[src/rtl/branch_resolve.sv]
// Branch resolution for the MEM stage: evaluates the branch condition,
// registers the redirect target and drives PC-select / flush sequencing.
//
// Ports:
//   clk, rst_n      clock, synchronous active-low reset
//   valid_in        MEM-stage instruction valid
//   branch_op[2:0]  condition select (none/beq/bne/blez/bgtz/bltz/bgez/jump)
//   zero, sign      ALU result flags
//   target          computed branch target
//   stall           pipeline hold (blocks acceptance, freezes sequencing)
//   PCSrc           registered PC-select, high for the redirect cycle
//   target_out      registered redirect address
//   flush           squash IF/ID/EX, high FLUSH_DEPTH unstalled cycles
//   taken_count     saturating count of taken branches
//   busy            high while not idle
module branch_resolve #(
    parameter int ADDR_W      = 32,
    parameter int FLUSH_DEPTH = 3,
    parameter int CNT_W       = 16
) (
    input  logic              clk,
    input  logic              rst_n,
    input  logic              valid_in,
    input  logic [2:0]        branch_op,
    input  logic              zero,
    input  logic              sign,
    input  logic [ADDR_W-1:0] target,
    input  logic              stall,
    output logic              PCSrc,
    output logic [ADDR_W-1:0] target_out,
    output logic              flush,
    output logic [CNT_W-1:0]  taken_count,
    output logic              busy
);

    typedef enum logic [1:0] {
        S_IDLE,
        S_REDIRECT,
        S_FLUSH
    } state_t;

    // Cycles left in S_FLUSH after the redirect cycle.
    localparam logic [2:0] FLUSH_LOAD = 3'(FLUSH_DEPTH - 1);

    state_t     state;
    logic [2:0] remaining;
    logic       cond;

    always_comb begin
        cond = 1'b0;
        unique case (branch_op)
            3'b000: cond = 1'b0;
            3'b001: cond = zero;
            3'b010: cond = ~zero;
            3'b011: cond = zero | sign;
            3'b100: cond = ~zero & ~sign;
            3'b101: cond = sign;
            3'b110: cond = ~sign;
            3'b111: cond = 1'b1;
            default: cond = 1'b0;
        endcase
    end

    assign busy = (state != S_IDLE);

    always_ff @(posedge clk) begin
        if (!rst_n) begin
            state       <= S_IDLE;
            remaining   <= 3'd0;
            PCSrc       <= 1'b0;
            flush       <= 1'b0;
            target_out  <= '0;
            taken_count <= '0;
        end else begin
            unique case (state)
                S_IDLE: begin
                    if (valid_in && !stall && cond) begin
                        state      <= S_REDIRECT;
                        PCSrc      <= 1'b1;
                        flush      <= 1'b1;
                        target_out <= target;
                        if (taken_count != '1)
                            taken_count <= taken_count + CNT_W'(1);
                    end
                end
                S_REDIRECT: begin
                    if (!stall) begin
                        PCSrc <= 1'b0;
                        if (FLUSH_DEPTH <= 1) begin
                            state <= S_IDLE;
                            flush <= 1'b0;
                        end else begin
                            state     <= S_FLUSH;
                            remaining <= FLUSH_LOAD;
                        end
                    end
                end
                S_FLUSH: begin
                    if (!stall) begin
                        // Last flush cycle: count hits zero on this edge.
                        if (remaining <= 3'd1) begin
                            state     <= S_IDLE;
                            remaining <= 3'd0;
                            flush     <= 1'b0;
                        end else begin
                            remaining <= remaining - 3'd1;
                        end
                    end
                end
                default: begin
                    state     <= S_IDLE;
                    remaining <= 3'd0;
                    PCSrc     <= 1'b0;
                    flush     <= 1'b0;
                end
            endcase
        end
    end

endmodule

[config.mk]
export PLATFORM = sky130hd
export DESIGN_NAME = branch_resolve
export DESIGN_NICKNAME = d
export VERILOG_FILES = /design/src/rtl/branch_resolve.sv
export SDC_FILE = /design/constraint.sdc
export NUM_CORES = 1
export LEC_CHECK = 0
export ABC_AREA = 1
export CELL_PAD_IN_SITES_DETAIL_PLACEMENT = 1
export CELL_PAD_IN_SITES_GLOBAL_PLACEMENT = 1
export CORE_MARGIN = 8
export CORE_UTILIZATION = 34
export DETAILED_ROUTE_END_ITERATION = 7
export PLACE_DENSITY_LB_ADDON = 0.3
export RECOVER_POWER = 100
export SLEW_MARGIN = 0
export SYNTH_ARGS = -nofsm -noshare
export SYNTH_HDL_FRONTEND = slang
export SYNTH_SLANG_ARGS = --single-unit
[constraint.sdc]
create_clock -name clk -period 2.89 [get_ports clk]
set_clock_uncertainty 0.15 [all_clocks]
set_input_delay 0.289 -clock clk [delete_from_list [all_inputs] [get_ports clk]]
set_output_delay 0.289 -clock clk [all_outputs]
set_load 0.005 [all_outputs]
Word level (Yosys, flattened, before mapping)
Index checks and enable logic that the tools add are counted.
{"block": "totals", "word_cells": 58, "in_bits": 41, "reg_bits": 55, "out_inout_bits": 51}
{"block": "classes", "add_sub_neg": 2, "n_reduce_logical": 12, "n_mux": 16, "n_bitwise": 7, "n_eq_ne": 14, "n_lt_le_gt_ge": 1}
{"cell": "$add 16x1->16 const B", "n": 1}
{"cell": "$ne 16x16->1 const B", "n": 1}
{"cell": "$eq 3x3->1 const B", "n": 4}
{"cell": "$mux 3", "n": 3}
{"cell": "$pmux 3 s3", "n": 1}
{"cell": "$reduce_and 3->1", "n": 3}
{"cell": "$mux 2", "n": 4}
{"cell": "$ne 2x2->1 const B", "n": 4}
{"cell": "$pmux 1 s8", "n": 1}
{"cell": "$reduce_and 4->1", "n": 2}
{"cell": "$eq 3x2->1 const B", "n": 2}
{"cell": "$pmux 1 s3", "n": 2}
{"cell": "$pmux 2 s3", "n": 1}
{"cell": "$not 1->1", "n": 5}
{"cell": "$mux 1", "n": 4}
{"cell": "$eq 3x1->1 const B", "n": 1}
{"cell": "$le 3x1->1 const B", "n": 1}
{"cell": "$logic_not 3->1", "n": 1}
{"cell": "$sub 3x1->3 const B", "n": 1}
{"cell": "$eq 2x1->1 const B", "n": 1}
{"cell": "$eq 2x2->1 const B", "n": 1}
{"cell": "$logic_and 1x1->1", "n": 2}
{"cell": "$logic_not 2->1", "n": 1}
{"cell": "$reduce_and 2->1", "n": 1}
{"cell": "other kinds (4)", "n": 4}

Logic depth before layout (Yosys ltp)
{"block": "depth", "word_depth": 6, "ltp_mapped": 11}

Worst setup path after synthesis
No wires, ideal clock.
{"block": "synth_path", "path_kind": "register to register", "startpoint": "register taken_count[0]", "endpoint": "register taken_count[8]", "stages_incl_launch_ff": 10, "synth_period_minus_slack_ns": 1.715, "arrival_time_ns": 1.421, "n_path_buf": 1, "slack_ns": 1.175, "path_cell_list": "dfxtp_1 > ha_1 > nand3_2 > nor3_4 > nand2_2 > nand3_2 > nor2_4 > buf_6 > nand2_1 > a21oi_2"}
{"block": "synth_between", "elab_chain_cells": 2, "elab_cells_between_ends": 3, "cone_classes": "add/sub: 1; eq/ne: 1; reduce/logical: 1"}
{"item": "start, declared", "line": "32", "source": "output logic [CNT_W-1:0] taken_count,"}
{"item": "start signal, assigned", "line": "83", "source": "taken_count <= taken_count + CNT_W'(1);"}
{"item": "branches (longest 2 deep; another with $add 16x1->16)"}
Parallel ways; which one is timed is not known.
A chain may end at the register's enable or synchronous reset.

Worst setup path after layout
{"block": "layout_path", "startpoint": "register state[0]", "endpoint": "output port busy"}
{"block": "layout_between", "elab_chain_cells": 1}
{"item": "start, declared", "line": "45", "source": "state_t state;"}
{"item": "start signal, assigned", "line": "68", "source": "state <= S_IDLE;"}
{"item": "start signal, assigned", "line": "78", "source": "state <= S_REDIRECT;"}
{"item": "start signal, assigned", "line": "90", "source": "state <= S_IDLE;"}
{"item": "$reduce_bool 2->1", "line": "64", "source": "assign busy = (state != S_IDLE);"}
{"item": "end, declared", "line": "33", "source": "output logic busy"}
Every way passes these cells.

==> results.sh <==
export IMPL_drtIter0Drc=50
export IMPL_post_cts_setup_buffers=0
export IMPL_num_vias=2456
export IMPL_cts_sinks=55
export IMPL_grt_pass1_wl_um=12300
export IMPL_hold_path_depth=2
export IMPL_synth_top_area_cell="dfxtp_1"
export IMPL_post_route_cells_drive_above_1_share_pct=4.66
export IMPL_grt_usage_pct=14.4
export IMPL_fin_tns_setup_ps=0
export IMPL_cts_root_buf="clkbuf_8"
export IMPL_critPathRequiredTime_ps=2450
export IMPL_cts_tree="done"
export IMPL_h_tree_depth=2
export IMPL_fp_coreArea_um2=7290
export IMPL_yosys_warnings=0
export IMPL_max_slew_margin_pct=47.1
export IMPL_ctsHoldBuffers=0
export IMPL_hold_ws_ps=298
export IMPL_syn_area_um2=2570
export IMPL_tightest_slew_ps=793
export IMPL_syn_to_final_growth_pct=39.7
export IMPL_status="finished clean"
export IMPL_r2r_cells=8
export IMPL_grt_pass1_vias=2543
export IMPL_port_buffers=91
export IMPL_synth_area_leaders="dfxtp_1, nand2_1, a21oi_1"
export IMPL_synth_most_common_cell="nand2_1"
export IMPL_regArea_um2=1100
export IMPL_drc=0
export IMPL_seq_area_frac_synth_pct=42.8
export IMPL_period_minus_slack_ps=2250
export IMPL_timing_final_hold_violations=0
export IMPL_async_flop_share_pct=0
export IMPL_wl_um=7380
export IMPL_dieWidth_um=103
export IMPL_ys_types=28
export IMPL_fillers=950
export IMPL_hp_class="flip-flop to flip-flop"
export IMPL_worstPathArrival_ps=1810
export IMPL_antenna_found_initial=0
export IMPL_numCtsBuffers=5
export IMPL_leakage_nw=1.46
export IMPL_die_area_um2=10600
export IMPL_synth_flop_cell="dfxtp_1"
export IMPL_die_h_um=103
export IMPL_viasPerCell=4.65
export IMPL_synth_edf_count=0
export IMPL_critical_path_class="flip-flop to output pin"
export IMPL_clk_latency_ps=300
export IMPL_synth_seq_cells=55
export IMPL_fin_crit_sh_pct=77.8
export IMPL_synth_top_cell_area_share_pct=42.8
export IMPL_grt_max_degree=66
export IMPL_ir_worst_vdd_mv=0.251
export IMPL_powerDensity_nw_per_um2=542
export IMPL_drv_cap=0
export IMPL_drt_pass1_iterations=3
export IMPL_synth_fp_nets=389
export IMPL_cts_resized=0
export IMPL_clk_pin_slew_ps=100
export IMPL_rsz0062_at_grt="no"
export IMPL_pin_count=92
export IMPL_syn_area_per_cell_um2=7.51
export IMPL_ant_nets=0
export IMPL_clk_path_buf_depth=2
export IMPL_finalSetupViolCount=0
export IMPL_diodes=0
export IMPL_critPathLaunchType="flip-flop"
export IMPL_place_congestion=0.807
export IMPL_crit_fanout=5
export IMPL_cp_end_kind="output pin"
export IMPL_multi_input_area_um2=1160
export IMPL_grt_overflow_total=0
export IMPL_detailed_place_hpwl_um=5790
export IMPL_max_freq_ghz=0.445
export IMPL_syn_inst=343
export IMPL_num_nets_final=474
export IMPL_finalMaxSlewViolations=0
export IMPL_num_rows=31
export IMPL_r2r_slack_ps=1000
export IMPL_start_util_pct=35.3
export IMPL_synthTopCellsByCount="nand2_1, dfxtp_1, inv_1, a21oi_1"
export IMPL_wl_per_cell_um=14.0
-- state kept, by name (all words and copies together) (netlist names) --
name,flops
flush,1
PCSrc,1
state,2
taken_count,16
remaining,3
target_out,32
-- worst max-delay path: stages (launching register included) --
cell           delay, ps
dfxtp_1              340
inv_1                 70
ha_1                 270
inv_1                210
dlygate4sd3_1        610
-- placed cells by master (no fill, tap or decap), types with 5 or more instances in the layout --
cell / count
nor2_1: 21
dfxtp_1: 55
xnor2_1: 9
dlygate4sd3_1: 53
clkdlybuf4s50_1: 38
clkbuf_8: 5
ha_1: 5
nand3_1: 16
a21oi_1: 50
inv_1: 50
a21oi_2: 5
o21ai_1: 5
o21ai_0: 30
nand2_1: 66
-- layer usage --
layer  vias up  wire length [um]  track usage, %
met5         -                 0               0
met4         0                17            2.00
met3         2               869            8.37
met2        68              3500            23.9
met1      1124              2990            16.0
li1       1262                 -               -
-- final cells by class --
class / count / area share [%]
Timing Repair Buffer: 93 / 26.0
Multi-Input combinational cell: 222 / 32.2
Tap cell: 99 / 3.44
Clock buffer: 5 / 1.91
Inverter: 51 / 5.32
Sequential cell: 55 / 30.6
Clock inverter: 3 / 0.522
-- power by group --
| group | internal, mW | leakage, nW | switching, mW |
|---|---|---|---|
| logic | 0.279 | 0.968 | 0.345 |
| clock network | 0.172 | 0.0483 | 0.257 |
| registers | 0.851 | 0.447 | 0.0455 |
| total | 1.30 | 1.46 | 0.647 |
-- final timing paths --
| check | from | end |
|---|---|---|
| min reg2reg | target_out[12]$_SDFFE_PN0P_ | target_out[12]$_SDFFE_PN0P_ |
| max reg2reg | taken_count[0]$_SDFFE_PN0P_ | taken_count[10]$_SDFFE_PN0P_ |
| min | target_out[12]$_SDFFE_PN0P_ | target_out[12]$_SDFFE_PN0P_ |
| max | state[0]$_SDFFE_PN0P_ | busy |
-- per-stage QoR --
stage	util [%]	total power, mW	cells	area (um^2)	setup WS [ps]
after floorplan	-	1.29	343	2570	1180
after global routing	49.3	2.11	528	3600	416
final	49.3	1.95	528	3600	642
after CTS	49.8	2.02	528	3630	648
after global placement	48.6	1.56	520	3550	813
after detailed placement	48.6	1.59	520	3550	720
-- logic make-up (layout without fill, tap and decap cells) --
group | count (synthesis) | in the layout | share of synthesized area [%]
compound gates | 92 | 92 | 19.5
xor+xnor | 13 | 13 | 4.42
fa+ha+maj | 5 | 5 | 2.43
buf+inv | 66 | 152 | 11.0
flops | 55 | 55 | 42.8
simple gates | 112 | 112 | 19.9
Power figures use the tool's default switching activity.
